**config.mk**
```make
export PLATFORM = sky130hd
export DESIGN_NAME = rr_request_encoder_flat
export DESIGN_NICKNAME = d
export VERILOG_FILES = /design/src/rtl/rr_request_encoder_if.sv /design/src/rtl/rr_request_encoder.sv /design/src/flat_wrapper.sv
export SDC_FILE = /design/constraint.sdc
export NUM_CORES = 1
export LEC_CHECK = 0
export CAP_MARGIN = 20
export CORE_ASPECT_RATIO = 0.75
export CORE_MARGIN = 1.5
export CORE_UTILIZATION = 50
export DETAILED_ROUTE_END_ITERATION = 6
export GPL_ROUTABILITY_DRIVEN = 0
export PLACE_DENSITY = 0.7
export SLEW_MARGIN = 15
export SYNTH_ARGS = -nofsm -noshare
export SYNTH_HDL_FRONTEND = slang
export SYNTH_SLANG_ARGS = --single-unit
```
**constraint.sdc**
```tcl
create_clock -name clk -period 6.35 [get_ports clk]
set_input_delay 0.635 -clock clk [delete_from_list [all_inputs] [get_ports clk]]
set_output_delay 0.635 -clock clk [all_outputs]
set_load 0.05 [all_outputs]
```
**src/rtl/rr_request_encoder_if.sv**
```systemverilog
// Request/grant bundle between the smart-home device requesters and the
// round-robin encoder that drives the 4-to-16 decoder.
interface rr_request_encoder_if;
  logic [15:0] req;
  logic        done;
  logic [3:0]  sel;
  logic        valid;
  logic        timeout;
  logic        busy;

  // Requester side: raises requests and completion strobes, watches the grant.
  modport master (
    output req, done,
    input  sel, valid, timeout, busy
  );

  // Encoder side.
  modport slave (
    input  req, done,
    output sel, valid, timeout, busy
  );
endinterface

```
**src/rtl/rr_request_encoder.sv**
```systemverilog
// Round-robin request encoder: grants one of 16 devices at a time, holds the
// grant until done or timeout, then inserts one all-off cycle before re-arbitrating.
module rr_request_encoder #(
  parameter int unsigned TIMEOUT = 8,
  parameter int unsigned CNT_W   = 4
) (
  input  logic                 clk,
  input  logic                 rst,
  rr_request_encoder_if.slave  bus
);

  typedef enum logic [1:0] {
    IDLE  = 2'd0,
    GRANT = 2'd1,
    GAP   = 2'd2
  } state_t;

  localparam logic [CNT_W-1:0] LAST_CNT = CNT_W'(TIMEOUT - 1);

  state_t           state_q, state_d;
  logic [3:0]       ptr_q, ptr_d;
  logic [3:0]       sel_q, sel_d;
  logic [CNT_W-1:0] cnt_q, cnt_d;
  logic             valid_q, valid_d;
  logic             timeout_q, timeout_d;

  logic [3:0]       winner;
  logic             any_req;

  // Scan from the highest offset down so the set bit closest to ptr is the
  // last assignment and therefore wins.
  always_comb begin
    winner  = ptr_q;
    any_req = |bus.req;
    for (int i = 15; i >= 0; i--) begin
      if (bus.req[ptr_q + 4'(i)]) begin
        winner = ptr_q + 4'(i);
      end
    end
  end

  // NOTE: every signal driven here gets a default first, so no path through
  // the case can leave one unassigned and infer a latch.
  always_comb begin
    state_d   = state_q;
    ptr_d     = ptr_q;
    sel_d     = sel_q;
    cnt_d     = cnt_q;
    valid_d   = valid_q;
    timeout_d = 1'b0;

    unique case (state_q)
      IDLE: begin
        if (any_req) begin
          sel_d   = winner;
          valid_d = 1'b1;
          cnt_d   = '0;
          state_d = GRANT;
        end
      end

      GRANT: begin
        // done takes precedence, so a completion on the last cycle is not a timeout.
        if (bus.done) begin
          valid_d = 1'b0;
          ptr_d   = sel_q + 4'd1;
          state_d = GAP;
        end else if (cnt_q == LAST_CNT) begin
          valid_d   = 1'b0;
          timeout_d = 1'b1;
          ptr_d     = sel_q + 4'd1;
          state_d   = GAP;
        end else begin
          cnt_d = cnt_q + CNT_W'(1);
        end
      end

      GAP: begin
        state_d = IDLE;
      end

      default: begin
        state_d = IDLE;
        valid_d = 1'b0;
      end
    endcase
  end

  // NOTE: state registers use non-blocking assignments so every flop samples
  // the pre-edge values regardless of statement order.
  always_ff @(posedge clk or posedge rst) begin
    if (rst) begin
      state_q   <= IDLE;
      ptr_q     <= '0;
      sel_q     <= '0;
      cnt_q     <= '0;
      valid_q   <= 1'b0;
      timeout_q <= 1'b0;
    end else begin
      state_q   <= state_d;
      ptr_q     <= ptr_d;
      sel_q     <= sel_d;
      cnt_q     <= cnt_d;
      valid_q   <= valid_d;
      timeout_q <= timeout_d;
    end
  end

  assign bus.sel     = sel_q;
  assign bus.valid   = valid_q;
  assign bus.timeout = timeout_q;
  assign bus.busy    = (state_q != IDLE);

endmodule

```
**src/flat_wrapper.sv**
```systemverilog
// flat-port wrapper written by rule: the top's interface ports become plain ports
module rr_request_encoder_flat 
#(
  parameter int unsigned TIMEOUT = 8,
  parameter int unsigned CNT_W   = 4
)
  (clk, rst, bus_req, bus_done, bus_sel, bus_valid, bus_timeout, bus_busy);
  rr_request_encoder_if bus_i ();
  input  logic clk;
  input  logic rst;
  input wire logic [$bits(bus_i.req)-1:0] bus_req;
  input wire logic [$bits(bus_i.done)-1:0] bus_done;
  output wire logic [$bits(bus_i.sel)-1:0] bus_sel;
  output wire logic [$bits(bus_i.valid)-1:0] bus_valid;
  output wire logic [$bits(bus_i.timeout)-1:0] bus_timeout;
  output wire logic [$bits(bus_i.busy)-1:0] bus_busy;
  assign bus_i.req = bus_req;
  assign bus_i.done = bus_done;
  assign bus_sel = bus_i.sel;
  assign bus_valid = bus_i.valid;
  assign bus_timeout = bus_i.timeout;
  assign bus_busy = bus_i.busy;
  rr_request_encoder #(.TIMEOUT(TIMEOUT), .CNT_W(CNT_W)) u_core (.clk(clk), .rst(rst), .bus(bus_i));
endmodule
```
==> results.cfg <==
[critical_path]
start_kind = register
crit_chain = buf_4 > clkinv_1 > ha_1 > mux4_1 > mux2_2 > mux2i_2 > nand3_1 > or3_1 > and2_1 > a221oi_2
cp-end-kind = register
reg2reg_to = u_core.bus.sel[0]
critPathKind = register to register
crit_slowest_cell = ha_1
crit_end = u_core.bus.sel[0]
max_stage_delay_ns = 1.13
timing.rr.start = u_core.ptr_q[0]
r2r_cells = 10
reg2reg_slack_ns = 1.66
crit_fanout = 28
worstPathRequired_ns = 6.52
arrival_ns = 4.86
crit_start = u_core.ptr_q[0]

[cells_and_area]
n_fill_cell = 535
nets = 370
antenna_cells = 0
drive_above_1_share_pct = 21.70
seq_area_um2 = 400.4
final_core_util_pct = 55.96
fin_area_um2 = 3518
syn2layout_area_growth_pct = 8.154
multi_input_area_um2 = 2629

[global_route]
grt-ovfl-total = 0
antenna_found_initial = 0
grt_pass1_wl_mm = 15.70
grt_use_total_pct = 29.67
grt_max_degree = 30
first_global_vias = 2848

[routing]
first_pass_iters = 5
routed_via_density = 7.190
antenna_left = 0
routedWlPerCell_um = 22.89
wl_mm = 9.660
drt_iter0_drc = 441
drc = 0
vias = 3034

[sta]
hold_viol = 0
worst_pin_slew_ns = 1.082
setup_violations = 0
finalCritPeriodShare_pct = 73.81
fin_ws_ns = 1.663
drv_slew = 0
fin_tns_setup_ns = 0
max_freq_mhz = 213.4
rsz0062_at_grt = false
fin_skew_ns = 0.006164
min_period_ns = 4.687
relSlewSlack_pct = 26.93

[logic_synthesis]
synth-async-reset-ratio_pct = 100.0
synth_top_cells_by_count = 28 x mux4_2, 24 x mux2i_1, 23 x nand2_1
yosysMostFrequentCell = mux4_2
synth_edf_count = 0
ys_types = 69
synth_area_um2 = 3253
synthMuxAreaShare_pct = 39.04
synth_xor_area_share_pct = 6.077
syn-num-nets = 352
synth.area.top_cells = mux4_2 19%, dfrtp_1 12%, mux2i_1 7.4%, mux2_2 6.2%, ha_1 3.5%
ys_ff_latch = 16
synth_top_family_by_area = multiplexers
synth_adder_area_share_pct = 3.462
ys_warn_count = 0
synthCells = 324
yosys.area.top_type = mux4_2
yosysSeqAreaShare_pct = 12.31
avgSynthCellArea_um2 = 10.04
synth-compound-area-share_pct = 17.15
synth_simple_gate_area_share_pct = 15.08
ys.flop_type = dfrtp_1
synth_top_area_share_pct = 19.38

[placed_design]
hpwl_mm = 7.172
dpl-instance-area_um2 = 3463
pre_cts_slack_ns = 1.744
numPortBuffers = 25

[worst_hold_path]
min_path_type = register to register
hold_depth = 1

[clock_network]
root_buffer = clkbuf_8
clkLatencyLatePin_ns = 0.26
cts_resized = 0
cts_tree = done
cts_hold_buf = 0
cts.sinks = 16
cts.clk_slew.worst_paths_ns = 0.07
clockBufferDepth = 2
cts_setup_buffers = 0
cts_made_buffers = 3
cts-htree-levels = 1

[floorplanning]
fp.dieH_um = 72.86
die_area_um2 = 7004
ios = 26
rows = 25
initial_core_util_pct = 51.74
core_area_um2 = 6287
fp.dieW_um = 96.14

[run_status]
status = finished, final reports clean

[flow_run]
maxCapViolations = 0
[state kept, by name, summed over array words and instances, names as in the netlist]
register and flops:
u_core.bus.sel 4, u_core.cnt_q 4, u_core.state_q 2, u_core.ptr_q 4
u_core.bus.timeout 1, u_core.bus.valid 1
[worst min path at each step]
stage	to	slack, ns	startpoint
4_1_cts	u_core.bus.valid	0.48	u_core.state_q[0]
3_3_place_gp	u_core.bus.valid	0.46	u_core.state_q[0]
5_1_grt	u_core.bus.valid	0.49	u_core.state_q[0]
6_report	u_core.bus.valid	0.47	u_core.state_q[0]
3_5_place_dp	u_core.bus.valid	0.46	u_core.state_q[0]
2_1_floorplan	u_core.bus.valid	0.43	u_core.state_q[0]
[per-layer routing]
metal / track usage (%) / routed length (um) / vias up
li1: - / - / 1336
met1: 44.34 / 4078 / 1473
met2: 42.25 / 4146 / 196
met3: 9.792 / 1288 / 29
met4: 4.739 / 146 / 0
met5: 0 / 0 / -
[placed cells by master (no fill, tap or decap), types with 3 or more instances in the layout]
cell and n:
ha_1 9, xor2_1 5, a211oi_1 8, o2111ai_1 5, a21oi_1 12, mux4_2 28, nand3_1 15, buf_4 4
o22ai_1 4, a31oi_1 3, xnor2_1 7, clkdlybuf4s50_1 25, nor3_1 10, nand4_1 3, clkbuf_8 4, nor2_1 14
mux2_2 18, o21ai_1 3, mux2i_1 24, and4_1 3, dfrtp_1 16, mux2i_4 4, nor4_1 9, or3_1 7
a22oi_1 4, o21ai_0 9, inv_1 10, clkinv_1 3, nand2_1 23, and2_1 3, o211ai_1 3, xnor2_2 4
[critical path: cells and delay by family, from the launching register on]
family                     cells  cell delay, ns
DFF                            1            0.32
AOI/OAI and AO/OA              1            0.22
muxes                          3            1.36
adders and majority gates      1            1.13
buffers and inverters          2            0.91
and+or+nand+nor                3            0.65
[logic make-up (layout without fill, tap and decap cells)]
group           count (synthesis)  in the layout
buf+inv                        30             47
xor+xnor                       17             17
flops                          16             16
mux                            80             80
compound gates                 76             76
simple gates                   96             96
fa+ha+maj                       9              9
[stage by stage]
stage | hold WS, ns | std cells
5_1_grt | 0.4879 | 422
3_3_place_gp | 0.4616 | 418
3_5_place_dp | 0.4615 | 418
2_1_floorplan | 0.4335 | 324
4_1_cts | 0.4766 | 422
6_report | 0.4745 | 422
[cell type report]
cell class                 count  area share (%)
inverter                      14           1.494
clock buffer                   4           1.565
sequential                    16           11.38
tap                           81           2.881
timing repair buffer          29           7.966
multi-input combinational    278           74.72
Power is not shown: default switching activity piles up to over one toggle a cycle in this logic, so the estimate is an artifact.
